## config.mk

```make
export PLATFORM = sky130hd
export DESIGN_NAME = parity_tree_using_mux
export DESIGN_NICKNAME = d
export VERILOG_FILES = /design/src/rtl/parity_tree_using_mux.sv
export SDC_FILE = /design/constraint.sdc
export NUM_CORES = 1
export LEC_CHECK = 0
export CELL_PAD_IN_SITES_DETAIL_PLACEMENT = 0
export CELL_PAD_IN_SITES_GLOBAL_PLACEMENT = 1
export CORE_AREA = 2 2 59 61
export CTS_CLUSTER_SIZE = 40
export DETAILED_ROUTE_END_ITERATION = 10
export DIE_AREA = 0 0 61 63
export PLACE_DENSITY = 0.74
export SKIP_CTS_REPAIR_TIMING = 1
export SLEW_MARGIN = 20
export SYNTH_ARGS = -nofsm -noshare
export SYNTH_HDL_FRONTEND = slang
export SYNTH_SLANG_ARGS = --single-unit
```

## constraint.sdc

```tcl
create_clock -name clk -period 1.9 [get_ports clk]
set_input_delay 0.38 -clock clk [delete_from_list [all_inputs] [get_ports clk]]
set_output_delay 0.38 -clock clk [all_outputs]
set_load 0.005 [all_outputs]
```

## src/rtl/parity_tree_using_mux.sv

```systemverilog
// parity_tree_using_mux: pipelined parity generator/checker built only from 2:1 muxes
// Ports:
//   clk, rst             single rising-edge clock, synchronous active-high reset
//   in_valid/in_ready    input handshake; in_data is reduced, in_odd/in_exp travel with the beat
//   out_valid/out_ready  result handshake; out_par is the parity, out_err flags out_par != expected
//   err_cnt/err_clr      saturating count of transferred error beats and its synchronous clear
module ptm_mux2 (
    input  logic sel,
    input  logic d0,
    input  logic d1,
    output logic y
);
    assign y = sel ? d1 : d0;
endmodule

module ptm_xor2 (
    input  logic a,
    input  logic b,
    output logic y
);
    logic b_n;
    ptm_mux2 u_inv (.sel(b), .d0(1'b1), .d1(1'b0), .y(b_n));
    ptm_mux2 u_xor (.sel(a), .d0(b), .d1(b_n), .y(y));
endmodule

module parity_tree_using_mux #(
    parameter int WIDTH = 8,
    parameter int CNT_W = 8
) (
    input  logic             clk,
    input  logic             rst,
    input  logic             in_valid,
    output logic             in_ready,
    input  logic [WIDTH-1:0] in_data,
    input  logic             in_odd,
    input  logic             in_exp,
    output logic             out_valid,
    input  logic             out_ready,
    output logic             out_par,
    output logic             out_err,
    output logic [CNT_W-1:0] err_cnt,
    input  logic             err_clr
);
    localparam int LAT = $clog2(WIDTH);
    localparam int N = 1 << LAT;
    logic             adv;
    logic [N-1:0]     pad;
    // All tree levels packed back to back: level s has N>>s nodes starting at bit N-2*(N>>s).
    logic [N-2:0]     tree_d, tree_q;
    logic [LAT:1]     vld_q, odd_q, exp_q;
    logic [CNT_W-1:0] cnt_d, cnt_q;
    assign adv = !vld_q[LAT] || out_ready;
    assign in_ready = adv && !rst;
    assign pad = N'(in_data);
    for (genvar s = 1; s <= LAT; s++) begin : g_lvl
        localparam int M = N >> s;
        logic [2*M-1:0] a;
        logic [M-1:0]   x;
        if (s == 1) begin : g_first
            assign a = pad;
        end else begin : g_next
            assign a = tree_q[N-4*M+2*M-1:N-4*M];
        end
        for (genvar j = 0; j < M; j++) begin : g_node
            ptm_xor2 u_x (.a(a[2*j]), .b(a[2*j+1]), .y(x[j]));
        end
        assign tree_d[N-2*M+M-1:N-2*M] = x;
    end
    // The last register holds the raw data parity; odd selection and the check are folded in after it.
    ptm_xor2 u_odd (.a(tree_q[N-2]), .b(odd_q[LAT]), .y(out_par));
    ptm_xor2 u_chk (.a(out_par), .b(exp_q[LAT]), .y(out_err));
    assign out_valid = vld_q[LAT];
    assign err_cnt = cnt_q;
    assign cnt_d = err_clr ? '0 : (out_valid && out_ready && out_err && !(&cnt_q)) ? cnt_q + 1'b1 : cnt_q;
    always_ff @(posedge clk) begin
        if (rst) begin
            tree_q <= '0;
            vld_q  <= '0;
            odd_q  <= '0;
            exp_q  <= '0;
        end else if (adv) begin
            tree_q <= tree_d;
            vld_q  <= LAT'({vld_q, in_valid});
            odd_q  <= LAT'({odd_q, in_odd});
            exp_q  <= LAT'({exp_q, in_exp});
        end
    end
    always_ff @(posedge clk) begin
        cnt_q <= rst ? '0 : cnt_d;
    end
endmodule

```

==> results_tabular.tex <==
\begin{tabular}{lr}
\hline
Metric & Value \\
\hline
\multicolumn{2}{l}{\textbf{Timing}} \\
Transition at the pin with the smallest max-transition slack & 0.2080 ns \\
Worst Clk Skew & between 0.003 and 0.004 ns \\
Headroom to the max-slew limit & 0.8602 \\
Peak clock frequency supported by timing & 556.9 MHz \\
Final setup viols & 0 \\
Shortest clock period the worst path allows after layout & about 1.8 ns \\
Part of the cycle the worst path needs & 0.9451 \\
Unrepaired setup endpoints after global routing & false \\
Pins over their slew limit & 0 \\
Final hold vios & 0 \\
\multicolumn{2}{l}{\textbf{Setup path}} \\
Worst reg2reg setup slack & $\sim$0.24 ns \\
Arrival time at the worst endpoint & around 1.4 ns \\
Crit. End Element & output port \\
Critical path peak fanout & 3 \\
CP Capture Point & out\_par \\
Launch point of the worst path & tree\_q[6] \\
Crit path launch type & flop \\
Start-to-end type of the worst setup path & flop to output port \\
Critical Path RT & $\sim$1.5 ns \\
FF-to-FF Start & tree\_q[6] \\
Reg-to-reg endpoint & err\_cnt[7] \\
Worst Reg-to-Reg Cells & 5 \\
\multicolumn{2}{l}{\textbf{Synth}} \\
Post-synthesis area per instance & $\sim$8.8 um2 \\
Dominant synthesized flop cell & dfxtp\_1 \\
Async SR Flop Fraction & 0 \\
Yosys warning count & 0 \\
Number of enable-type register cells in the synthesized netlist & 0 \\
Number of flip-flops and latches in the synthesized netlist & 24 \\
Proportion of synthesized chip area in sequential cells & 0.4621 \\
Cell Area, Synth & just over 0.001 mm2 \\
Post-synthesis instance total & between 100 and 150 \\
Nets in the synthesized netlist & 134 \\
Synth unique cells & 28 \\
\multicolumn{2}{l}{\textbf{Placed design}} \\
Final HPWL DP & $\sim$1500 um \\
Number of I/O port buffers & 26 \\
Final estimated routing congestion in global placement & 0.6934 \\
Count of placed standard cells including taps & 187 \\
\multicolumn{2}{l}{\textbf{CTS}} \\
Root buf cell & clkbuf\_4 \\
CTS tree & done \\
Number of buffers created by CTS & 3 \\
Number of H-tree branching levels & 1 \\
Later-pin clock latency in the skew report & just over 0.3 ns \\
Total number of clock tree sinks & 24 \\
CTS Buffer Depth & 2 \\
Clock-pin slew reported for the worst setup and hold paths after clock tree synthesis & approximately 0.13 ns \\
\multicolumn{2}{l}{\textbf{Worst hold path}} \\
Launch point of the worst hold path & odd\_q[2] \\
Worst Hold Class & flop to flop \\
\multicolumn{2}{l}{\textbf{Drt}} \\
Final routed DRC violation total & 0 \\
Routed len/inst & between 10 and 15 um \\
Total number of vias & 892 \\
Antenna Nets Post-Route & 0 \\
Via-per-instance ratio & roughly 4.6 \\
First-iteration detailed-routing DRC count & 11 \\
Wire length reported by the detailed router & $\sim$2000 um \\
Drt first pass iters & 4 \\
\multicolumn{2}{l}{\textbf{Floorplan}} \\
Number of placement rows & 21 \\
\# IOs & 27 \\
Initial Utilization & 0.3217 \\
Horizontal extent of the die & around 60 um \\
Total Die Area & around 0.0038 mm2 \\
Core Area & between 0.003 and 0.004 mm2 \\
Vert. Die Dim & around 63 um \\
\multicolumn{2}{l}{\textbf{Pwr}} \\
Portion of total power attributed to the clock network & 0.282 \\
Post-layout power & around 0.94 mW \\
Cell leakage power & about 0.52 nW \\
Fraction of power spent switching nets & 0.2228 \\
Switching power summed over all nets & around 0.21 mW \\
Pwr per Cell Area & $\sim$670 mW/mm2 \\
P\_int & $\sim$0.73 mW \\
Sequential share of power & 0.577 \\
Peak supply drop & 236.8 uV \\
Comb pwr share & 0.141 \\
\multicolumn{2}{l}{\textbf{Finish}} \\
Area delta synth->final & 35.86\% \\
Filler cell count & approximately 350 \\
Sequential cell area & between 400 and 500 um2 \\
Layout net count & about 160 \\
Diodes inserted & 0 \\
Multi-input gate area & 518.0 um2 \\
Fraction of final layout cells with drive strength greater than 1 & 0.1088 \\
Post-route insts no fill & between 150 and 200 \\
\multicolumn{2}{l}{\textbf{Global routing}} \\
Number of global-route vias before repair & about 780 \\
Pin count of the biggest net entering global routing & 23 \\
Number of antenna violations at the first check in global routing & 0 \\
Overall fraction of global-route tracks in use & 0.1153 \\
Total gr overflow & 0 \\
Global-route wire length before repair & 3387 um \\
\multicolumn{2}{l}{\textbf{Run status}} \\
Outcome & complete, no violations \\
\multicolumn{2}{l}{\textbf{Run}} \\
Max capacitance violation total & 0 \\
\hline
\end{tabular}
## power by group through the flow
stage / combinational [mW] / sequential (mW) / clock [mW]
finish: 0.133 / 0.543 / 0.266
global placement: 0.121 / 0.554 / 0
global route: 0.147 / 0.546 / 0.305
CTS: 0.123 / 0.544 / 0.283
floorplan: 0.0647 / 0.552 / 0
detailed placement: 0.123 / 0.555 / 0
## per-stage QoR
stage | setup TNS [ns] | hold WS (ns) | util | area [um2] | worst slack (ns)
finish | 0 | 0.4626 | 0.4371 | 1413 | 0.1042
CTS | -0.1861 | 0.4634 | 0.4301 | 1390 | -0.1286
floorplan | 0 | 0.4321 | - | 1040 | 0.3900
global route | 0 | 0.4826 | 0.4371 | 1413 | 0.004210
detailed placement | -0.05329 | 0.4440 | 0.4189 | 1354 | -0.05329
global placement | -0.03973 | 0.4389 | 0.4189 | 1354 | -0.03973
## Yosys cell counts, types with 2 or more instances
master	instances	share of area
dfxtp_1	24	0.46
nand2_1	18	0.065
a21oi_1	13	0.063
nor2_1	12	0.043
a211oi_1	8	0.058
xnor2_1	7	0.059
clkbuf_1	4	0.014
o21ai_0	3	0.014
or3_1	3	0.018
buf_1	2	0.0072
inv_1	2	0.0072
nand3_1	2	0.0096
nand4_1	2	0.012
o31ai_1	2	0.014
or4_1	2	0.014
xor2_1	2	0.017
## placed cells by master (no fill, tap or decap), types with 2 or more instances in the layout
| cell | instances |
|---|---|
| clkdlybuf4s50_1 | 24 |
| dfxtp_1 | 22 |
| nand2_1 | 18 |
| a21oi_1 | 13 |
| nor2_1 | 12 |
| a211oi_1 | 8 |
| xnor2_1 | 7 |
| buf_4 | 6 |
| o21ai_0 | 3 |
| or3_1 | 3 |
| clkbuf_4 | 3 |
| nand3_1 | 2 |
| nand4_1 | 2 |
| o31ai_1 | 2 |
| or4_1 | 2 |
| inv_1 | 2 |
| xor2_1 | 2 |
| dfxtp_2 | 2 |
| dlymetal6s2s_1 | 2 |
## sequential cells by signal, indices dropped and copies added, names as in the netlist
register / count
err_cnt: 8
tree_q: 7
exp_q: 3
odd_q: 3
vld_q: 3
## cell type report
cell class,count,share of cell area
timing repair buffer,32,0.2197
inverter,2,0.005314
tap,46,0.04074
clock buffer,4,0.02569
multi-input combinational,85,0.3667
sequential,24,0.3419
## how the worst min path moves through the flow
| stage | to | depth (start not counted) |
|---|---|---|
| 2_1_floorplan | exp_q[1] | 2 |
| 3_3_place_gp | vld_q[1] | 2 |
| 3_5_place_dp | odd_q[2] | 2 |
| 4_1_cts | odd_q[2] | 2 |
| 5_1_grt | odd_q[2] | 2 |
| 6_report | odd_q[2] | 2 |
## critical path: stages (launching register included)
cell and delay, ns:
dfxtp_2 0.36, buf_4 0.10, xor2_1 0.13, clkdlybuf4s50_1 0.51
## cell families after synthesis
| logic type | synth area share |
|---|---|
| buffers and inverters | 0.03971 |
| multiplexers | 0.009627 |
| AO/OA/AOI/OAI | 0.1697 |
| AND/OR/NAND/NOR | 0.2070 |
| flip-flops | 0.4621 |
| adder cells (fa/ha/maj) | 0.01203 |
| XOR/XNOR | 0.09988 |
## per-layer routing
layer / global-route usage / wire (um) / vias up
met5: 0 / 0 / -
met4: 0.06522 / 53 / 0
li1: - / - / 463
met1: 0.1599 / 964 / 406
met2: 0.1613 / 928 / 18
met3: 0.02484 / 79 / 5
No activity file was read; power rests on OpenSTA's default activity.
